==> config.mk <==
export PLATFORM = sky130hd
export DESIGN_NAME = div_sequencer_flat
export DESIGN_NICKNAME = d
export VERILOG_FILES = /design/src/rtl/div_sequencer_if.sv /design/src/rtl/div_sequencer.sv /design/src/flat_wrapper.sv
export SDC_FILE = /design/constraint.sdc
export NUM_CORES = 1
export LEC_CHECK = 0
export ABC_AREA = 1
export CAP_MARGIN = 15
export CORE_AREA = 2 2 57 59
export CTS_CLUSTER_DIAMETER = 30
export CTS_CLUSTER_SIZE = 20
export DETAILED_ROUTE_END_ITERATION = 7
export DIE_AREA = 0 0 59 61
export GPL_TIMING_DRIVEN = 0
export HOLD_SLACK_MARGIN = 0.15
export MAX_ROUTING_LAYER = met4
export PLACE_DENSITY = 0.76
export SLEW_MARGIN = 20
export SYNTH_ARGS = -nofsm -noshare
export SYNTH_HDL_FRONTEND = slang
export SYNTH_SLANG_ARGS = --single-unit
==> constraint.sdc <==
create_clock -name CLK -period 1.91 [get_ports CLK]
set_clock_uncertainty 0.1 [all_clocks]
set_input_delay 0.4775 -clock CLK [delete_from_list [all_inputs] [get_ports CLK]]
set_output_delay 0.4775 -clock CLK [all_outputs]
set_load 0.03 [all_outputs]
==> src/rtl/div_sequencer_if.sv <==
// rtl/div_sequencer_if.sv - request/result bundle between the operation decoder and the divider
interface div_sequencer_if #(
  parameter int WIDTH = 4
);
  logic             START;
  logic [WIDTH-1:0] DIVIDEND;
  logic [WIDTH-1:0] DIVISOR;
  logic             BUSY;
  logic             DONE;
  logic             DIV0;
  logic [WIDTH-1:0] QUOT;
  logic [WIDTH-1:0] REM;

  modport master (
    output START, DIVIDEND, DIVISOR,
    input  BUSY, DONE, DIV0, QUOT, REM
  );

  modport slave (
    input  START, DIVIDEND, DIVISOR,
    output BUSY, DONE, DIV0, QUOT, REM
  );
endinterface

==> src/rtl/div_sequencer.sv <==
// rtl/div_sequencer.sv - sequential restoring divider with start/done handshake
module div_sequencer #(
  parameter int WIDTH = 4
) (
  input logic           CLK,
  input logic           RST,
  div_sequencer_if.slave bus
);
  localparam int CW = $clog2(WIDTH + 1);

  typedef enum logic [1:0] {
    IDLE  = 2'd0,
    SHIFT = 2'd1,
    TEST  = 2'd2,
    FIN   = 2'd3
  } state_t;

  state_t           state;
  logic [WIDTH:0]   a;
  logic [WIDTH-1:0] q;
  logic [WIDTH-1:0] m;
  logic [CW-1:0]    cnt;
  logic             div0_flag;
  logic [WIDTH:0]   diff;

  // Trial subtraction of the divisor from the partial remainder
  assign diff = a - {1'b0, m};

  // BUSY comes straight from the state register, so START has no path to it
  assign bus.BUSY = (state != IDLE);

  // Division sequencer: accept, shift/test loop, then publish results for one DONE cycle
  always_ff @(posedge CLK) begin
    if (RST) begin
      state     <= IDLE;
      a         <= '0;
      q         <= '0;
      m         <= '0;
      cnt       <= '0;
      div0_flag <= 1'b0;
      bus.QUOT  <= '0;
      bus.REM   <= '0;
      bus.DIV0  <= 1'b0;
      bus.DONE  <= 1'b0;
    end else begin
      bus.DONE <= 1'b0;
      case (state)
        IDLE: begin
          if (bus.START) begin
            if (bus.DIVISOR != '0) begin
              q     <= bus.DIVIDEND;
              m     <= bus.DIVISOR;
              a     <= '0;
              cnt   <= CW'(WIDTH);
              state <= SHIFT;
            end else begin
              // Divide by zero skips the loop: quotient saturates, remainder is the dividend
              q         <= '1;
              a         <= {1'b0, bus.DIVIDEND};
              div0_flag <= 1'b1;
              state     <= FIN;
            end
          end
        end
        SHIFT: begin
          {a, q} <= {a[WIDTH-1:0], q, 1'b0};
          state  <= TEST;
        end
        TEST: begin
          if (a >= {1'b0, m}) begin
            a    <= diff;
            q[0] <= 1'b1;
          end
          cnt   <= cnt - CW'(1);
          state <= (cnt == CW'(1)) ? FIN : SHIFT;
        end
        FIN: begin
          bus.QUOT  <= q;
          bus.REM   <= a[WIDTH-1:0];
          bus.DIV0  <= div0_flag;
          bus.DONE  <= 1'b1;
          div0_flag <= 1'b0;
          state     <= IDLE;
        end
        default: state <= IDLE;
      endcase
    end
  end
endmodule

==> src/flat_wrapper.sv <==
// flat-port wrapper written by rule: the top's interface ports become plain ports
module div_sequencer_flat 
#(
  parameter int WIDTH = 4
)
  (CLK, RST, bus_START, bus_DIVIDEND, bus_DIVISOR, bus_BUSY, bus_DONE, bus_DIV0, bus_QUOT, bus_REM);
  div_sequencer_if #(.WIDTH(WIDTH)) bus_i ();
  input logic CLK;
  input logic RST;
  input wire logic [$bits(bus_i.START)-1:0] bus_START;
  input wire logic [$bits(bus_i.DIVIDEND)-1:0] bus_DIVIDEND;
  input wire logic [$bits(bus_i.DIVISOR)-1:0] bus_DIVISOR;
  output wire logic [$bits(bus_i.BUSY)-1:0] bus_BUSY;
  output wire logic [$bits(bus_i.DONE)-1:0] bus_DONE;
  output wire logic [$bits(bus_i.DIV0)-1:0] bus_DIV0;
  output wire logic [$bits(bus_i.QUOT)-1:0] bus_QUOT;
  output wire logic [$bits(bus_i.REM)-1:0] bus_REM;
  assign bus_i.START = bus_START;
  assign bus_i.DIVIDEND = bus_DIVIDEND;
  assign bus_i.DIVISOR = bus_DIVISOR;
  assign bus_BUSY = bus_i.BUSY;
  assign bus_DONE = bus_i.DONE;
  assign bus_DIV0 = bus_i.DIV0;
  assign bus_QUOT = bus_i.QUOT;
  assign bus_REM = bus_i.REM;
  div_sequencer #(.WIDTH(WIDTH)) u_core (.CLK(CLK), .RST(RST), .bus(bus_i));
endmodule
# Yosys cells after proc, flatten, opt, wreduce, memory -nomap -nowiden
# Index checks and enable logic that the tools add are counted.
[op_classes]
reduce_logical = 12
add_sub_neg = 2
n_lt_le_gt_ge = 1
eq_ne = 8
mux = 20
[ops]
columns = ["op", "count"]
rows = [
  ["case mux 5 bit (3 select lines)", 1],
  ["2-to-1 mux 4 bit", 3],
  ["case mux 3 bit (2 select lines)", 2],
  ["AND reduction 3 bit", 4],
  ["2-to-1 mux 5 bit", 2],
  ["case mux 2 bit (4 select lines)", 1],
  ["nonzero test 2 bit", 4],
  ["2-to-1 mux 2 bit", 3],
  ["2-to-1 mux 3 bit", 2],
  ["greater-or-equal comparator 5 x 4 -> 1 bit", 1],
  ["subtractor 5 x 4 -> 5 bit", 1],
  ["equality test 2 bit (second input constant)", 2],
  ["2-to-1 mux 1 bit", 4],
  ["inequality test 2 x 1 -> 1 bit (second input constant)", 2],
  ["inequality test 2 bit (second input constant)", 2],
  ["nonzero test 4 bit", 1],
  ["equality test 3 x 1 -> 1 bit (second input constant)", 1],
  ["case mux 1 bit (3 select lines)", 1],
  ["nonzero test 3 bit", 1],
  ["subtractor 3 x 1 -> 3 bit (second input constant)", 1],
  ["equality test 2 x 1 -> 1 bit (second input constant)", 1],
  ["zero test 2 bit", 1],
  ["case mux 1 bit (2 select lines)", 1],
  ["AND reduction 2 bit", 1],
]
[totals]
in_bits = 11
word_cells = 54
register_bits = 29

# Logic depth before layout (Yosys ltp)
# Gate-level depths: netlist of the first run.
[depth]
word_depth = 4
ltp_mapped = 13

# Least setup slack after synthesis of the first run
# Ideal clock, no wire load.
[synth_timing]
path_kind = "register to register"
startpoint = "reg u_core.a[0]"
endpoint = "reg u_core.a[4]"
stages_incl_launch_ff = 11
setup_time_ps = 71
t_required_ps = 1739
slack_ps = 268
arrival_ps = 1471
path_cell_list = "dfxtp_1 -> inv_1 -> ha_1 -> fa_1 -> inv_1 -> nand3_1 -> nand3_1 -> nand2_1 -> o21ai_0 -> nand2_1 -> a21oi_1"
[synth_between]
elab_chain_len = 3
[synth_rtl]
columns = ["element", "line_no", "rtl"]
rows = [
  ["from (decl)", "div_sequencer.sv:19", "logic [WIDTH:0] a;"],
  ["from (signal assigned)", "div_sequencer.sv:59", "a <= {1'b0, bus.DIVIDEND};"],
  ["from (signal assigned)", "div_sequencer.sv:66", "{a, q} <= {a[WIDTH-1:0], q, 1'b0};"],
  ["from (signal assigned)", "div_sequencer.sv:71", "a <= diff;"],
  ["subtractor 5 x 4 -> 5 bit or greater-or-equal comparator 5 x 4 -> 1 bit (tied branches)", "div_sequencer.sv:27, div_sequencer.sv:70", ""],
  ["2-to-1 mux 5 bit or inequality test 2 x 1 -> 1 bit (tied branches)", "--", ""],
  ["case mux 5 bit (3 select lines) or AND reduction 3 bit (tied branches)", "--", ""],
]
# Several ways; a longest one is shown, not always the timed one. The select of a mux whose other input is x is not followed.
# A chain may end at the register's enable or synchronous reset.

# Final worst setup path of the first run
[layout_timing]
startpoint = "reg u_core.state[1]"
endpoint = "out bus_BUSY"
[layout_between]
elab_chain_len = 1
[layout_rtl]
columns = ["element", "line_no", "rtl"]
rows = [
  ["from (decl)", "div_sequencer.sv:18", "state_t state;"],
  ["from (signal assigned)", "div_sequencer.sv:75", "state <= (cnt == CW'(1)) ? FIN : SHIFT;"],
  ["nonzero test 2 bit", "div_sequencer.sv:30", "assign bus.BUSY = (state != IDLE);"],
  ["to (decl)", "flat_wrapper.sv:13", "output wire logic [$bits(bus_i.BUSY)-1:0] bus_BUSY;"],
]
# No other way between the ends.

==> results of run 1 <==
[metal layers]
layer / part of all wire / wire length [µm] / GRT usage / up-vias
li1: - / - / - / 750
met1: 0.49 / 1660 / 0.251 / 633
met2: 0.45 / 1550 / 0.344 / 29
met3: 0.042 / 142 / 0.0661 / 8
met4: 0.019 / 66 / 0.0942 / 0
met5: 0 / 0 / - / -
[cell type report]
type | count | share of cell area
well taps | 33 | 0.0222
multi-input cells | 147 | 0.450
flip-flops and latches | 29 | 0.312
clock inverters | 3 | 0.0249
plain buffers | 5 | 0.0121
inverters | 29 | 0.0586
repair buffers | 20 | 0.0997
clock buffers | 5 | 0.0202
[per-stage QoR]
step	instance area [µm²]	worst slack, ns	total power, µW	util	hold WS (ns)
floorplan	1540	0.268	910	-	0.334
global placement	1780	-0.141	996	0.602	0.353
detailed placement	1780	-0.161	1000	0.602	0.354
CTS	1850	0.0340	1510	0.626	0.365
global route	1860	0.00602	1590	0.629	0.373
finish	1860	0.0640	1520	0.629	0.362
[synth_stat cells (3+ instances only)]
master and count:
clkbuf_1 3, a31oi_1 5, ha_1 10, nand2_1 32, nor2_2 3, dfxtp_1 29, nand2_2 6, inv_1 26
nand3_1 10, a21oi_1 19, nor2_1 22, o21ai_0 25, inv_2 3
[cell usage in the layout (no fill, tap or decap), drive strengths merged]
| cell | synthesis | final |
|---|---|---|
| nand2 | 38 | 38 |
| dfxtp | 29 | 29 |
| inv | 29 | 29 |
| o21ai | 28 | 28 |
| nor2 | 27 | 27 |
| a21oi | 20 | 20 |
| nand3 | 10 | 10 |
| dlygate4sd2 | 0 | 10 |
| ha | 10 | 10 |
| clkdlybuf4s50 | 0 | 9 |
| clkbuf | 3 | 8 |
| a31oi | 5 | 5 |
| buf | 2 | 3 |
| o22ai | 2 | 2 |
| a21boi | 1 | 1 |
| nand4 | 1 | 1 |
| a211oi | 1 | 1 |
| nand3b | 1 | 1 |
| a22oi | 1 | 1 |
| o211ai | 1 | 1 |
| fa | 1 | 1 |
| bufinv | 0 | 1 |
| clkinv | 0 | 1 |
| clkinvlp | 0 | 1 |
[cell families (layout without fill, tap and decap cells)]
logic type | count (synthesis) | count (layout) | synth area share
buffers and inverters | 34 | 62 | 0.0856
adder cells (fa/ha/maj) | 11 | 11 | 0.0945
AND/OR/NAND/NOR | 77 | 77 | 0.225
flip-flops | 29 | 29 | 0.378
AO/OA/AOI/OAI | 59 | 59 | 0.217
[registers in the layout, indices dropped and copies added, names as in the netlist]
| name | flops |
|---|---|
| u_core.a | 5 |
| u_core.bus.DIV0 | 1 |
| u_core.bus.DONE | 1 |
| u_core.bus.QUOT | 4 |
| u_core.bus.REM | 4 |
| u_core.cnt | 3 |
| u_core.div0_flag | 1 |
| u_core.m | 4 |
| u_core.q | 4 |
| u_core.state | 2 |
[worst paths after layout]
kind | end | startpoint | cells past startpoint | slack [ns]
max | bus_BUSY | u_core.state[1] | 4 | 0.06
min | u_core.bus.DIV0 | u_core.div0_flag | 2 | 0.36
max reg2reg | u_core.a[4] | u_core.a[0] | 10 | 0.14
min reg2reg | u_core.bus.DIV0 | u_core.div0_flag | 2 | 0.36
[where the power goes]
group / total, µW / internal, µW / switching [µW]
Sequential: 668 / 644 / 24.6
Clock: 521 / 277 / 244
Combinational: 329 / 124 / 205
Total: 1520 / 1040 / 473
[critical path, stage by stage (launching register included)]
cell     delay (ns)
dfxtp_1        0.39
inv_1          0.10
ha_4           0.20
inv_2          0.08
buf_4          0.16
==> impl_metrics.py, run 1 <==
metrics = {
    "clocking": {
        "cts.path.max_buffers": 2,
        "cts_buffers": 5,
        "htreeDepth": 2,
        "path_clk_slew_ns": 0.10,
        "cts-resized-gates": 17,
        "clock-sinks": 29,
        "hold_buffers": 0,
        "root_buffer": "clkbuf_4",
        "postCtsSetupBuffers": 0,
        "cts_tree": "done",
        "clk_latency_ns": 0.34,
    },
    "timing": {
        "final_hold_viol_count": 0,
        "worst_pin_slew_ns": 0.472,
        "setup_viol": 0,
        "relSlewSlack": 0.685,
        "period_needed_ns": 1.85,
        "finalMaxSlewViolations": 0,
        "fmax_ghz": 0.542,
        "fin_crit_sh": 0.966,
        "fin_tns_setup_ns": 0,
        "rsz0062_at_grt": "no",
    },
    "grt": {
        "grt_max_degree": 12,
        "grt_pass1_wl_um": 5510,
        "gr-total-overflow": 0,
        "grt_pass1_vias": 1269,
        "antenna_found_initial": 0,
        "grt_util_all_layers": 0.216,
    },
    "floorplan": {
        "die_x_um": 59,
        "core-area_um2": 2950,
        "start_util": 0.520,
        "dieArea_um2": 3600,
        "fp.dieH_um": 61,
        "ioPinCount": 22,
        "rows": 20,
    },
    "power": {
        "p_leak_uw": 0.000851,
        "power.density_nw_per_um2": 817,
        "irDropWorstVdd_mv": 0.617,
    },
    "finish": {
        "final_layout_size_suffix_gt1_frac": 0.122,
        "fill_cells": 262,
        "multi_input_area_um2": 836,
        "insertedDiodeCount": 0,
        "final_cells": 271,
        "nNetsFinal": 259,
        "syn_to_final_growth_pct": 21.0,
        "register_area_um2": 581,
    },
    "placed_design": {
        "dp_cells": 263,
        "routabilityCongestion": 0.941,
        "post-dp-hpwl_um": 2590,
        "port-buffer-count": 20,
    },
    "setup_path": {
        "crit_fanout": 6,
        "cp.arrival_ns": 1.27,
        "crit_required_ns": 1.33,
        "crit_path_end_kind": "primary output",
        "crit_type": "flop to primary output",
        "startpoint_type": "flop",
    },
    "drt": {
        "drt_iter0_drc": 31,
        "detail-route-antenna-nets": 0,
        "firstDrtPassIters": 4,
        "wire_per_inst_um": 12.6,
        "wl_um": 3420,
        "drc_errors": 0,
        "viasPerCell": 5.24,
        "vias": 1420,
    },
    "synthesis": {
        "postSynth.asyncResetShare": 0,
        "synth_edf_count": 0,
        "synthesis.area_um2": 1540,
        "syn_nets": 232,
        "yosys.area.top_type_share": 0.378,
        "synth.yosys.warnings": 0,
        "seq_area_frac_synth": 0.378,
        "ys_seq_elements": 29,
        "synth.distinct_cells": 27,
        "syn_area_per_cell_um2": 7.31,
        "yosys.area.top_type": "dfxtp_1",
        "synth_flop_cell": "dfxtp_1",
        "synth_top_cells_by_area": "dfxtp_1 38%, ha_1 8.1%, o21ai_0 8.1%, nand2_1 7.8%, inv_1 6.4%",
        "syn_inst": 210,
    },
    "job": {
        "cap_violations": 0,
    },
    "status": {
        "status": "finished clean",
    },
    "min_path": {
        "min_path_type": "flop to flop",
    },
}
No activity file was read; power rests on OpenSTA's default activity.
==> inputs of run 2 (changes only) <==
SKIP_CTS_REPAIR_TIMING = 1   (was default)
==> run 2 against run 1 <==
Global-route usage did not move. Utilization rose by 1.3 points. Register-to-register slack barely moved. Cell area rose by 2.1%. Largest power group unchanged. Worst hold slack barely moved. Combinational power barely moved. Critical endpoint unchanged.
==> impl_metrics.py, run 2 (synthesized netlist as in run 1, its figures left out) <==
metrics = {
    "status": {
        "status": "finished clean",
    },
    "setup_path": {
        "reg2reg_to": "u_core.a[4]",
        "r2r_slack_ns": 0.14,
        "r2r_cells": 10,
        "crit_path_end_kind": "primary output",
        "crit_chain": "inv_1 -> ha_4 -> inv_2 -> clkbuf_4",
        "r2r-start": "u_core.a[0]",
        "cpPeakStageDelay_ns": 0.37,
        "cp.arrival_ns": 1.28,
        "crit_required_ns": 1.33,
        "crit_fanout": 6,
        "startpoint_type": "flop",
        "crit_family": "flip-flops",
        "critPathSlowestCell": "dfxtp_1",
        "path_buf_inv": 3,
        "crit_type": "flop to primary output",
    },
    "floorplan": {
        "dieArea_um2": 3600,
        "die_x_um": 59,
        "core-area_um2": 2950,
        "ioPinCount": 22,
        "rows": 20,
        "fp.dieH_um": 61,
        "start_util": 0.520,
    },
    "drt": {
        "vias": 1430,
        "wire_per_inst_um": 12.6,
        "detail-route-antenna-nets": 0,
        "drt_iter0_drc": 33,
        "drc_errors": 0,
        "viasPerCell": 5.28,
        "firstDrtPassIters": 4,
        "wl_um": 3420,
    },
    "timing": {
        "worst_pin_slew_ns": 0.468,
        "fin_crit_sh": 0.971,
        "finalMaxSlewViolations": 0,
        "fin_tns_setup_ns": 0,
        "relSlewSlack": 0.688,
        "setup_viol": 0,
        "final_hold_viol_count": 0,
        "period_needed_ns": 1.85,
        "fmax_ghz": 0.539,
        "rsz0062_at_grt": "no",
    },
    "grt": {
        "met2_usage": 0.344,
        "grt_util_met3": 0.0661,
        "grt_pass1_wl_um": 5510,
        "grt_util_all_layers": 0.216,
        "gr-max-usage-layer": "met2",
        "gr-total-overflow": 0,
        "grt_pass1_vias": 1269,
        "antenna_found_initial": 0,
        "met1_usage": 0.251,
        "grt_max_degree": 12,
    },
    "finish": {
        "register_area_um2": 582,
        "mostFrequentLayoutCells": "32 x nand2_1, 28 x dfxtp_1, 25 x inv_1",
        "multi_input_area_um2": 836,
        "syn_to_final_growth_pct": 23.6,
        "nNetsFinal": 259,
        "fill_cells": 257,
        "final_common_cell": "nand2_1",
        "top_register": "u_core.a",
        "insertedDiodeCount": 0,
        "final_layout_size_suffix_gt1_frac": 0.126,
        "largest_reg_flops": 5,
    },
    "power": {
        "irDropWorstVdd_mv": 0.614,
        "p_leak_uw": 0.000989,
        "p_total_uw": 1520,
        "power.density_nw_per_um2": 801,
    },
    "min_path": {
        "min_to": "u_core.bus.DIV0",
        "min_from": "u_core.div0_flag",
        "min_path_type": "flop to flop",
        "hold_depth": 2,
    },
    "clocking": {
        "clock-sinks": 29,
        "cts_buffers": 5,
        "root_buffer": "clkbuf_4",
        "htreeDepth": 2,
        "cts.path.max_buffers": 2,
        "path_clk_slew_ns": 0.10,
        "clk_latency_ns": 0.34,
        "cts_tree": "done",
    },
    "placed_design": {
        "port-buffer-count": 20,
        "routabilityCongestion": 0.941,
        "post-dp-hpwl_um": 2590,
    },
    "job": {
        "cap_violations": 0,
    },
}
run 2: cell types whose count changed in the layout (fill, tap and decap cells not counted), sizes merged:
cell          delta
buf              -1
clkbuf           +1
dlygate4sd2     -10
dlymetal6s2s    +10
run 2: worst max path at each step:
| stage | cells past startpoint | from | end | slack, ns |
|---|---|---|---|---|
| finish | 4 | u_core.state[0] | bus_BUSY | 0.06 |
| global placement | 4 | u_core.state[0] | bus_BUSY | -0.14 |
| floorplan | 10 | u_core.a[0] | u_core.a[4] | 0.27 |
| detailed placement | 4 | u_core.state[1] | bus_BUSY | -0.16 |
| global route | 10 | u_core.a[0] | u_core.a[4] | 0.006 |
| CTS | 4 | u_core.state[1] | bus_BUSY | -0.55 |
run 2: stage by stage:
stage               cell area (µm²)  worst slack (ns)  cells  utilization  hold slack (ns)
global route                   1900           0.00602    271        0.642            0.373
CTS                            1860            -0.551    271        0.630            0.365
global placement               1780            -0.141    263        0.602            0.353
floorplan                      1540             0.268    210            -            0.334
finish                         1900            0.0559    271        0.642            0.362
detailed placement             1780            -0.161    263        0.602            0.354
run 2: per-layer routing:
metal / vias up / wire length (µm)
li1: 748 / -
met1: 643 / 1650
met2: 29 / 1540
met3: 10 / 150
met4: 0 / 74
met5: - / 0
run 2: tightest hold or removal path: cells and delay by family, from the launching register on:
kind / cells / cell delay [ns]
buffers and inverters: 1 / 0.06
AOI/OAI and AO/OA: 1 / 0.06
DFF: 1 / 0.31
run 2: layout make-up:
class	count	area share
well taps	33	0.0218
clock buffers	5	0.0198
repair buffers	20	0.117
plain buffers	5	0.0119
inverters	29	0.0574
multi-input cells	147	0.441
clock inverters	3	0.0244
flip-flops and latches	29	0.307
run 2: power by group:
| group | leakage, µW | internal (µW) | total (µW) | switching, µW |
|---|---|---|---|---|
| combinational | 0.000710 | 126 | 330 | 204 |
| sequential | 0.000237 | 644 | 668 | 24.4 |
| clock | 0.0000414 | 277 | 522 | 245 |
==> inputs of run 3 (changes only) <==
TNS_END_PERCENT = 10   (was default)
==> results of run 3 <==
Final layout, timing and power as in run 2 (identical DEF).
